===== src/rtl/center_tracker_pkg.sv =====
// rtl/center_tracker_pkg.sv - shared constants and state encoding for center_tracker
package center_pkg;

    localparam int X_W = 11;    // pixel column counter width
    localparam int Y_W = 10;    // pixel row counter width
    localparam int C_W = 10;    // center coordinate width

    // Default screen center, used as the reset position of the filter.
    localparam logic [C_W-1:0] X_DEF = 10'd512;
    localparam logic [C_W-1:0] Y_DEF = 10'd384;

    typedef enum logic [1:0] {
        ST_WAIT_FRAME = 2'd0,
        ST_SETTLE     = 2'd1,
        ST_SAMPLE     = 2'd2,
        ST_UPDATE     = 2'd3
    } state_e;

endpackage


===== src/rtl/center_tracker_if.sv =====
// rtl/center_tracker_if.sv - raster/center inputs and filtered position outputs
// Ports: x, y        pixel counters (master -> slave)
//        xCenter, yCenter, found   center-of-mass result (master -> slave)
//        xSmooth, ySmooth, tracking, lost, frameStrobe   filtered result (slave -> master)
interface center_tracker_if;
    import center_pkg::*;

    logic [X_W-1:0] x;
    logic [Y_W-1:0] y;
    logic [C_W-1:0] xCenter;
    logic [C_W-1:0] yCenter;
    logic           found;
    logic [C_W-1:0] xSmooth;
    logic [C_W-1:0] ySmooth;
    logic           tracking;
    logic           lost;
    logic           frameStrobe;

    modport master (
        output x, y, xCenter, yCenter, found,
        input  xSmooth, ySmooth, tracking, lost, frameStrobe
    );

    modport slave (
        input  x, y, xCenter, yCenter, found,
        output xSmooth, ySmooth, tracking, lost, frameStrobe
    );

endinterface


===== src/rtl/center_tracker_ema_axis.sv =====
// rtl/center_tracker_ema_axis.sv - one axis of the smoothing filter with jump detection
// Ports: clk, reset   clock and synchronous active-high reset
//        sample       latched center for this axis
//        init_en      load accumulator and output directly from sample
//        step_en      apply one EMA step
//        smooth       filtered position
//        jump         |sample - smooth| exceeds JUMP_MAX
module ema_axis
    import center_pkg::*;
#(
    parameter int             SHIFT     = 2,
    parameter logic [C_W-1:0] JUMP_MAX  = 10'd200,
    parameter logic [C_W-1:0] RESET_VAL = 10'd512
) (
    input  logic           clk,
    input  logic           reset,
    input  logic [C_W-1:0] sample,
    input  logic           init_en,
    input  logic           step_en,
    output logic [C_W-1:0] smooth,
    output logic           jump
);

    localparam int AW = C_W + SHIFT;

    logic [AW-1:0]  acc_q, acc_d;
    logic [C_W-1:0] smooth_q, smooth_d;
    logic [AW:0]    sum;
    logic [C_W:0]   diff;
    logic [C_W:0]   mag;

    always_comb begin
        // Extra top bit covers the transient before subtracting acc>>SHIFT;
        // the settled result always fits back into AW bits.
        sum  = {1'b0, acc_q}
             + {{(AW + 1 - C_W){1'b0}}, sample}
             - {1'b0, (acc_q >> SHIFT)};

        // Two's-complement 11-bit difference, then magnitude.
        diff = {1'b0, sample} - {1'b0, smooth_q};
        mag  = diff[C_W] ? (~diff + 1'b1) : diff;
        jump = mag > {1'b0, JUMP_MAX};

        acc_d    = acc_q;
        smooth_d = smooth_q;
        if (init_en) begin
            acc_d    = AW'(sample) << SHIFT;
            smooth_d = sample;
        end else if (step_en) begin
            acc_d    = sum[AW-1:0];
            smooth_d = sum[SHIFT +: C_W];
        end
    end

    always_ff @(posedge clk) begin
        if (reset) begin
            acc_q    <= AW'(RESET_VAL) << SHIFT;
            smooth_q <= RESET_VAL;
        end else begin
            acc_q    <= acc_d;
            smooth_q <= smooth_d;
        end
    end

    assign smooth = smooth_q;

endmodule


===== src/rtl/center_tracker.sv =====
// rtl/center_tracker.sv - per-frame center sampler with outlier rejection, EMA and loss detect
// Ports: clk, reset   clock and synchronous active-high reset
//        bus (slave)  pixel counters and center inputs; smoothed position,
//                     tracking/lost flags and frameStrobe outputs
module center_tracker
    import center_pkg::*;
#(
    parameter int             SETTLE      = 40,
    parameter int             SHIFT       = 2,
    parameter int             LOST_FRAMES = 3,
    parameter logic [C_W-1:0] JUMP_MAX    = 10'd200
) (
    input  logic             clk,
    input  logic             reset,
    center_tracker_if.slave  bus
);

    localparam int CNT_W = (SETTLE > 1) ? $clog2(SETTLE) : 1;
    localparam int MC_W  = $clog2(LOST_FRAMES + 1);

    state_e           state_q, state_d;
    logic [CNT_W-1:0] cnt_q, cnt_d;
    logic             prev_origin_q, prev_origin_d;
    logic [C_W-1:0]   xs_q, xs_d;
    logic [C_W-1:0]   ys_q, ys_d;
    logic             found_s_q, found_s_d;
    logic [MC_W-1:0]  miss_cnt_q, miss_cnt_d;
    logic             tracking_q, tracking_d;
    logic             lost_q, lost_d;
    logic             strobe_q, strobe_d;

    logic             origin;
    logic             frame_start;
    logic             miss;
    logic             init_en;
    logic             step_en;
    logic             jump_x, jump_y;
    logic [C_W-1:0]   x_smooth, y_smooth;
    logic [MC_W-1:0]  mc_next;

    always_comb begin
        origin        = (bus.x == '0) && (bus.y == '0);
        // Only the first cycle of origin starts a frame, however long it is held.
        frame_start   = origin && !prev_origin_q;
        prev_origin_d = origin;

        state_d    = state_q;
        cnt_d      = cnt_q;
        xs_d       = xs_q;
        ys_d       = ys_q;
        found_s_d  = found_s_q;
        miss_cnt_d = miss_cnt_q;
        tracking_d = tracking_q;
        lost_d     = lost_q;
        strobe_d   = 1'b0;
        init_en    = 1'b0;
        step_en    = 1'b0;
        mc_next    = miss_cnt_q;

        // Jump rejection only applies once a filtered position exists.
        miss = !found_s_q || (tracking_q && (jump_x || jump_y));

        case (state_q)
            ST_WAIT_FRAME: begin
                if (frame_start) begin
                    state_d = ST_SETTLE;
                    cnt_d   = '0;
                end
            end
            ST_SETTLE: begin
                if (frame_start) begin
                    cnt_d = '0;
                end else if (cnt_q == CNT_W'(SETTLE - 1)) begin
                    state_d = ST_SAMPLE;
                end else begin
                    cnt_d = cnt_q + 1'b1;
                end
            end
            ST_SAMPLE: begin
                xs_d      = bus.xCenter;
                ys_d      = bus.yCenter;
                found_s_d = bus.found;
                state_d   = ST_UPDATE;
            end
            ST_UPDATE: begin
                strobe_d = 1'b1;
                state_d  = ST_WAIT_FRAME;
                if (miss) begin
                    if (miss_cnt_q != MC_W'(LOST_FRAMES)) begin
                        mc_next = miss_cnt_q + 1'b1;
                    end
                    miss_cnt_d = mc_next;
                    if (mc_next == MC_W'(LOST_FRAMES)) begin
                        lost_d     = 1'b1;
                        tracking_d = 1'b0;
                    end
                end else begin
                    init_en    = !tracking_q;
                    step_en    = tracking_q;
                    tracking_d = 1'b1;
                    lost_d     = 1'b0;
                    miss_cnt_d = '0;
                end
            end
            default: state_d = ST_WAIT_FRAME;
        endcase
    end

    always_ff @(posedge clk) begin
        if (reset) begin
            state_q       <= ST_WAIT_FRAME;
            cnt_q         <= '0;
            prev_origin_q <= 1'b0;
            xs_q          <= '0;
            ys_q          <= '0;
            found_s_q     <= 1'b0;
            miss_cnt_q    <= '0;
            tracking_q    <= 1'b0;
            lost_q        <= 1'b1;
            strobe_q      <= 1'b0;
        end else begin
            state_q       <= state_d;
            cnt_q         <= cnt_d;
            prev_origin_q <= prev_origin_d;
            xs_q          <= xs_d;
            ys_q          <= ys_d;
            found_s_q     <= found_s_d;
            miss_cnt_q    <= miss_cnt_d;
            tracking_q    <= tracking_d;
            lost_q        <= lost_d;
            strobe_q      <= strobe_d;
        end
    end

    ema_axis #(.SHIFT(SHIFT), .JUMP_MAX(JUMP_MAX), .RESET_VAL(X_DEF)) u_ema_x (
        .clk     (clk),
        .reset   (reset),
        .sample  (xs_q),
        .init_en (init_en),
        .step_en (step_en),
        .smooth  (x_smooth),
        .jump    (jump_x)
    );

    ema_axis #(.SHIFT(SHIFT), .JUMP_MAX(JUMP_MAX), .RESET_VAL(Y_DEF)) u_ema_y (
        .clk     (clk),
        .reset   (reset),
        .sample  (ys_q),
        .init_en (init_en),
        .step_en (step_en),
        .smooth  (y_smooth),
        .jump    (jump_y)
    );

    assign bus.xSmooth     = x_smooth;
    assign bus.ySmooth     = y_smooth;
    assign bus.tracking    = tracking_q;
    assign bus.lost        = lost_q;
    assign bus.frameStrobe = strobe_q;

endmodule


===== src/flat_wrapper.sv =====
// flat-port wrapper written by rule: the top's interface ports become plain ports
module center_tracker_flat import center_pkg::*;
#(
    parameter int             SETTLE      = 40,
    parameter int             SHIFT       = 2,
    parameter int             LOST_FRAMES = 3,
    parameter logic [C_W-1:0] JUMP_MAX    = 10'd200
)
  (clk, reset, bus_x, bus_y, bus_xCenter, bus_yCenter, bus_found, bus_xSmooth, bus_ySmooth, bus_tracking, bus_lost, bus_frameStrobe);
  center_tracker_if bus_i ();
  input  logic clk;
  input  logic reset;
  input wire logic [$bits(bus_i.x)-1:0] bus_x;
  input wire logic [$bits(bus_i.y)-1:0] bus_y;
  input wire logic [$bits(bus_i.xCenter)-1:0] bus_xCenter;
  input wire logic [$bits(bus_i.yCenter)-1:0] bus_yCenter;
  input wire logic [$bits(bus_i.found)-1:0] bus_found;
  output wire logic [$bits(bus_i.xSmooth)-1:0] bus_xSmooth;
  output wire logic [$bits(bus_i.ySmooth)-1:0] bus_ySmooth;
  output wire logic [$bits(bus_i.tracking)-1:0] bus_tracking;
  output wire logic [$bits(bus_i.lost)-1:0] bus_lost;
  output wire logic [$bits(bus_i.frameStrobe)-1:0] bus_frameStrobe;
  assign bus_i.x = bus_x;
  assign bus_i.y = bus_y;
  assign bus_i.xCenter = bus_xCenter;
  assign bus_i.yCenter = bus_yCenter;
  assign bus_i.found = bus_found;
  assign bus_xSmooth = bus_i.xSmooth;
  assign bus_ySmooth = bus_i.ySmooth;
  assign bus_tracking = bus_i.tracking;
  assign bus_lost = bus_i.lost;
  assign bus_frameStrobe = bus_i.frameStrobe;
  center_tracker #(.SETTLE(SETTLE), .SHIFT(SHIFT), .LOST_FRAMES(LOST_FRAMES), .JUMP_MAX(JUMP_MAX)) u_core (.clk(clk), .reset(reset), .bus(bus_i));
endmodule

===== config.mk =====
export PLATFORM = sky130hd
export DESIGN_NAME = center_tracker_flat
export DESIGN_NICKNAME = d
export VERILOG_FILES = /design/src/rtl/center_tracker_pkg.sv /design/src/rtl/center_tracker_if.sv /design/src/rtl/center_tracker_ema_axis.sv /design/src/rtl/center_tracker.sv /design/src/flat_wrapper.sv
export SDC_FILE = /design/constraint.sdc
export NUM_CORES = 1
export LEC_CHECK = 0
export CORE_MARGIN = 3
export CORE_UTILIZATION = 30
export CTS_CLUSTER_DIAMETER = 200
export DETAILED_ROUTE_END_ITERATION = 7
export GPL_TIMING_DRIVEN = 0
export MAX_ROUTING_LAYER = met4
export PLACE_DENSITY = 0.54
export REMOVE_ABC_BUFFERS = 1
export SYNTH_ARGS = -nofsm -noshare
export SYNTH_HDL_FRONTEND = slang
export SYNTH_SLANG_ARGS = --single-unit

===== constraint.sdc =====
create_clock -name clk -period 4.15 [get_ports clk]
set_input_delay 1.245 -clock clk [delete_from_list [all_inputs] [get_ports clk]]
set_output_delay 1.245 -clock clk [all_outputs]
set_load 0.03 [all_outputs]

# [After elaboration in Yosys (flattened, before gate mapping)]
# Cells that the tools add are included.
[word_totals] inputBits=44 reg_bits=79 output_inout_bits=23 elab_cells=89
[classes] mux=31 bitwise=2 magnitude_cmp=2 add_sub_neg=10 reduce_logical=17 n_eq_ne=11
[op_table] operator="two-way mux 12 bit" count=4
[op_table] operator="two-way mux 10 bit" count=4
[op_table] operator="adder 12 x 10 -> 12 bit" count=2
[op_table] operator="subtractor 12 x 10 -> 12 bit" count=2
[op_table] operator="adder 11 x 1 -> 11 bit, second input constant" count=2
[op_table] operator="greater-than comparator 11 x 8 -> 1 bit, second input constant" count=2
[op_table] operator="two-way mux 11 bit" count=2
[op_table] operator="NOT 11 bit" count=2
[op_table] operator="subtractor 10 x 10 -> 11 bit" count=2
[op_table] operator="two-way mux 6 bit" count=3
[op_table] operator="two-way mux 2 bit" count=7
[op_table] operator="one-hot mux 6 bit (2 select lines)" count=1
[op_table] operator="zero test 11 bit" count=1
[op_table] operator="zero test 10 bit" count=1
[op_table] operator="two-way mux 1 bit" count=9
[op_table] operator="one-hot mux 2 bit (4 select lines)" count=1
[op_table] operator="adder 6 x 1 -> 6 bit, second input constant" count=1
[op_table] operator="== test 2 bit, second input constant" count=3
[op_table] operator="== test 6 bit, second input constant" count=1
[op_table] operator="!= test 2 bit, second input constant" count=3
[op_table] operator="AND reduction 3 bit" count=2
[op_table] operator="!= test 2 x 1 -> 1 bit, second input constant" count=2
[op_table] operator="nonzero test 2 bit" count=2
[op_table] operator="logical AND 1 bit" count=3
[op_table] operator="8 further kinds" count=11

# [Longest topological paths before layout]
[depth] depth_word=13 ltp_mapped=18 depth_no_buf=16

# [Hierarchy]
# Synthesis repeated with hierarchy kept, for this count alone.
[hier_totals] hier_cells=779 area_unflattened_um2=6257.3
[modules_own_cells] mod="ema_axis at u_core.u_ema_y" n_inst=1 area_per_inst_um2=2453.6 seq_area_each_um2=440.4 cells_per_inst=326
[modules_own_cells] mod="ema_axis at u_core.u_ema_x" n_inst=1 area_per_inst_um2=2252.2 seq_area_each_um2=440.4 cells_per_inst=295
[modules_own_cells] mod="center_tracker" n_inst=1 area_per_inst_um2=1551.5 seq_area_each_um2=700.7 cells_per_inst=158

# [Least setup slack after synthesis]
# Ideal clock, no wire load.
[synth_timing] path_type="register -> register" start="reg u_core.u_ema_y.smooth_q[0], in the netlist u_core.u_ema_y.smooth[0]" end="reg u_core.u_ema_x.smooth_q[3], in the netlist u_core.u_ema_x.smooth[3]" setup_slack_ns=0.372 required_ns=4.027 period_less_slack_ns=3.778 arrival_time_ns=3.655 setup_time_ns=0.123 stages_incl_launch_ff=18 path_cell_list="dfxtp_1 -> ha_1 -> inv_1 -> fa_1 -> inv_1 -> ha_1 -> or3b_2 -> mux2i_1 -> o21ai_0 -> mux2i_1 -> nand3_1 -> a2bb2oi_1 -> o311a_1 -> and4_4 -> buf_6 -> nor3_4 -> buf_6 -> a221o_2"
[synth_between] elab_chain_len=11 word_cells_on_any_way=14
[synth_lines] item="start, declared" line="center_tracker_ema_axis.sv:27" source="logic [C_W-1:0] smooth_q, smooth_d;"
[synth_lines] item="start signal, assigned" line="center_tracker_ema_axis.sv:61" source="smooth_q <= smooth_d;"
[synth_lines] item="subtractor 10 x 10 -> 11 bit *" line="center_tracker_ema_axis.sv:40" source="diff = {1'b0, sample} - {1'b0, smooth_q};"
[synth_lines] item="NOT 11 bit" line="center_tracker_ema_axis.sv:41" source="mag = diff[C_W] ? (~diff + 1'b1) : diff;"
[synth_lines] item="adder 11 x 1 -> 11 bit" line="center_tracker_ema_axis.sv:41"
[synth_lines] item="two-way mux 11 bit *" line="center_tracker_ema_axis.sv:41"
[synth_lines] item="greater-than comparator 11 x 8 -> 1 bit *" line="center_tracker_ema_axis.sv:42" source="jump = mag > {1'b0, JUMP_MAX};"
[synth_lines] item="logical OR 1 bit *" line="center_tracker.sv:61" source="miss = !found_s_q || (tracking_q && (jump_x || jump_y));"
[synth_lines] item="logical AND 1 bit *" line="center_tracker.sv:61"
[synth_lines] item="logical OR 1 bit *" line="center_tracker.sv:61"
[synth_lines] item="two-way mux 1 bit" line="center_tracker.sv:88" source="if (miss) begin"
[synth_lines] item="two-way mux 1 bit" line="center_tracker.sv:63" source="case (state_q)"
[synth_lines] item="two-way mux 10 bit / nonzero test 2 bit (equally long branches)"
[synth_lines] item="end signal, assigned" line="center_tracker_ema_axis.sv:61"
[synth_lines] item="end, declared" line="center_tracker_ema_axis.sv:27"
# Mark *: on every way between the ends. The rest lies on a longest branch, timed or not.
# A chain may end at the register's enable or synchronous reset.

# [Final worst setup path]
[layout_timing] start="reg u_core.xs_q[0]" end="reg u_core.u_ema_x.smooth_q[4], in the netlist u_core.u_ema_x.smooth[4]"
[layout_between] elab_chain_len=11 word_cells_on_any_way=17
[layout_lines] item="start, declared" line="center_tracker.sv:24" source="logic [C_W-1:0] xs_q, xs_d;"
[layout_lines] item="start signal, assigned" line="center_tracker.sv:125" source="xs_q <= xs_d;"
[layout_lines] item="subtractor 10 x 10 -> 11 bit" line="center_tracker_ema_axis.sv:40"
[layout_lines] item="NOT 11 bit" line="center_tracker_ema_axis.sv:41"
[layout_lines] item="adder 11 x 1 -> 11 bit" line="center_tracker_ema_axis.sv:41"
[layout_lines] item="two-way mux 11 bit" line="center_tracker_ema_axis.sv:41"
[layout_lines] item="greater-than comparator 11 x 8 -> 1 bit" line="center_tracker_ema_axis.sv:42"
[layout_lines] item="logical OR 1 bit" line="center_tracker.sv:61"
[layout_lines] item="logical AND 1 bit" line="center_tracker.sv:61"
[layout_lines] item="logical OR 1 bit" line="center_tracker.sv:61"
[layout_lines] item="two-way mux 1 bit" line="center_tracker.sv:88"
[layout_lines] item="two-way mux 1 bit" line="center_tracker.sv:63"
[layout_lines] item="two-way mux 10 bit / nonzero test 2 bit (equally long branches)"
# Parallel ways exist; a longest one is shown, timed or not. The select of a mux whose other input is x is not followed.

==> flow_summary.toml <==
[outcome]
status = "completed"

[power]
p_int_uw = 1320
combPwrFrac = 0.100
p_sw_frac = 0.246
p_switching_uw = 431
peakVddDrop_v = 0.000189
pwr-share-clk = 0.463
p_seq_frac = 0.438
power_per_cell_area_nw_per_um2 = 237
leakagePower_uw = 0.00304

[critical_path]
crit_fanout = 20
critPathMaxStageDelay_ns = 0.40
crit_chain = "inv_1, ha_1, inv_1, fa_2, a211oi_2, nor2_2, xnor2_2, or3_1, or4_1, a211oi_1, o22ai_1, nand4_1, nor3_4, buf_4, buf_16, a221o_2"
cp-start-kind = "register"
end_kind = "register"
crit_path_top_delay_cell = "or3_1"
cpLargestDelayFamily = "simple AND/OR/NAND/NOR gates"
critPathKind = "register to register"
critPathArrivalTime_ns = 4.11
critPathBufInv = 4
required_ns = 4.39
crit_path_frequent_cell = "inv_1"

[sta]
rsz0062_at_grt = "false"
tightestPinTransition_ns = 1.23
setup_violations = 0
max_slew_margin = 0.176
skew_ns = 0.00737
drv_slew = 0
fin_hold_ws_ns = 0.462
hold_viol_final = 0
period_minus_slack_ns = 3.87
final.setup.tns_ns = 0
finalCritPeriodShare = 0.933
clock.fmax_ghz = 0.258

[routing]
first_iter_violations = 200
drc = 0
first_pass_iters = 5
routed_wl_um = 14700
drtAntennaViolNets = 0
wl_per_cell_um = 14.2
vias = 5013
viasPerCell = 4.86

[logic_synthesis]
netlist_top_cells_area = "dfxtp_1 (26%), ha_1 (11%), inv_1 (7.7%)"
yosysUniqueCellTypes = 76
yosysTopAreaCellShare = 0.262
yosysSeqAreaShare = 0.262
syn_inst = 694
syn_area_um2 = 6030
synth_edf_count = 0
syn_avg_cell_area_um2 = 8.68
ys_warn_count = 0
synthArstFlopShare = 0
synth-seq-cells = 79
synth_ff_type = "dfxtp_1"
yosys.area.top_type = "dfxtp_1"

[floorplan]
coreArea_um2 = 19600
dieArea_um2 = 21800
die_w_um = 148
std_cell_rows = 51
start_util = 0.308
die-height_um = 148
pin_count = 67

[layout]
final_cell_mix = "inv_1 (123), dfxtp_1 (79), clkdlybuf4s50_1 (65)"
layout_commonest_cell = "inv_1"
antenna_cells = 0
fin_nets = 878
drive_gt1_frac = 0.0992
syn_to_final_growth_pct = 22.4

[placed_design]
hpwl_um = 11100
port_buffers = 66
place_congestion = 0.802

[grt]
grt_max_degree = 32
grt_use_met2 = 0.234
grt_pass1_vias = 4925
grt_pass1_wl_um = 24700
grt_use_total = 0.143
grt_overflow = 0
use_met3 = 0.0294
met1_usage = 0.183
gr-max-usage-layer = "met2"
grt_antenna_before_repair = 0

[cts]
cts_tree = "built"
numCtsBuffers = 9
cts.sinks = 79
htreeDepth = 3
clock-root-buffer = "clkbuf_16"
clk_pin_slew_ns = 0.06
clk-insertion-delay-late_ns = 0.35
clock_path_buffers = 2

[flow_run]
max_cap_viol_count = 0

[worst_hold_path]
hp-class = "register to register"
## registers in the layout, indices dropped and copies added, names as in the netlist
| signal | count |
|---|---|
| u_core.prev_origin_q | 1 |
| u_core.u_ema_x.acc_q | 12 |
| u_core.u_ema_y.acc_q | 12 |
| u_core.bus.frameStrobe | 1 |
| u_core.cnt_q | 6 |
| u_core.u_ema_y.smooth | 10 |
| u_core.miss_cnt_q | 2 |
| u_core.ys_q | 10 |
| u_core.found_s_q | 1 |
| u_core.u_ema_x.smooth | 10 |
| u_core.xs_q | 10 |
| u_core.state_q | 2 |
| u_core.bus.tracking | 1 |
| u_core.bus.lost | 1 |
## power by group through the flow
| stage | clock, uW | combinational [uW] | sequential [uW] |
|---|---|---|---|
| floorplan | 0 | 95.6 | 782 |
| global placement | 0 | 166 | 783 |
| detailed placement | 0 | 172 | 784 |
| CTS | 839 | 173 | 766 |
| global route | 870 | 193 | 767 |
| finish | 811 | 174 | 766 |
## layer usage
layer / share of wire / vias up
met4: 0.012 / 0
met5: 0 / -
met1: 0.49 / 2340
met3: 0.030 / 12
met2: 0.47 / 69
li1: - / 2592
## cells in the mapped netlist (10+ instances only)
cell	count
fa_1	22
clkbuf_1	10
nor2_1	54
a21oi_1	31
o21ai_0	18
dfxtp_1	79
nand3_1	18
a221o_1	13
mux2i_1	28
nor3_1	22
a21o_1	16
inv_1	123
ha_1	51
nand2_1	18
xor2_1	14
a221o_2	24
xnor2_1	26
## area by class of cell
class                      count  area, um2
fill                        2040      12200
multi-input combinational    472       3910
sequential                    79       1580
timing repair buffer          76        796
inverter                     123        462
tap                          265        332
clock buffer                  10        229
clock inverter                 6       70.1
## stage by stage
stage,total power (uW),cell area [um2],worst slack [ns],std cells,utilization
floorplan,878,5920,-0.176,674,-
global placement,949,6910,-1.64,1005,0.353
detailed placement,956,6990,-0.197,1008,0.357
CTS,1780,7310,0.00617,1027,0.373
global route,1830,7380,0.0210,1031,0.377
finish,1750,7380,0.279,1031,0.377
## logic make-up after synthesis
logic type | share of synthesized area
and+or+nand+nor | 0.146
AOI/OAI and AO/OA | 0.212
buffers and inverters | 0.0945
DFF | 0.262
adders and majority gates | 0.179
xor gates and xnor gates | 0.0581
muxes | 0.0484
## tightest hold or removal path: stages (launching register included)
cell	delay, ns
dfxtp_1	0.31
nand2_1	0.05
o21ai_0	0.06
## what timing repair did
action	in CTS	in global routing
setup endpoints to repair	39	42
pin swaps	1	5
gates cloned	0	0
hold buffers	0	0
buffers inserted	3	4
resized for setup	1	4
endpoints found under the hold margin	0	0
## final timing paths
path	slack [ns]	cells past startpoint	from	end
worst max-delay path	0.28	16	u_core.xs_q[0]$_SDFFE_PP0P_	u_core.u_ema_x.smooth[4]$_SDFFE_PP0P_
worst min-delay path	0.46	2	u_core.u_ema_y.acc_q[0]$_SDFFE_PP0P_	u_core.u_ema_y.acc_q[0]$_SDFFE_PP0P_
worst max register to register	0.28	16	u_core.xs_q[0]$_SDFFE_PP0P_	u_core.u_ema_x.smooth[4]$_SDFFE_PP0P_
worst min register to register	0.46	2	u_core.u_ema_y.acc_q[0]$_SDFFE_PP0P_	u_core.u_ema_y.acc_q[0]$_SDFFE_PP0P_
Power figures use the tool's default switching activity.
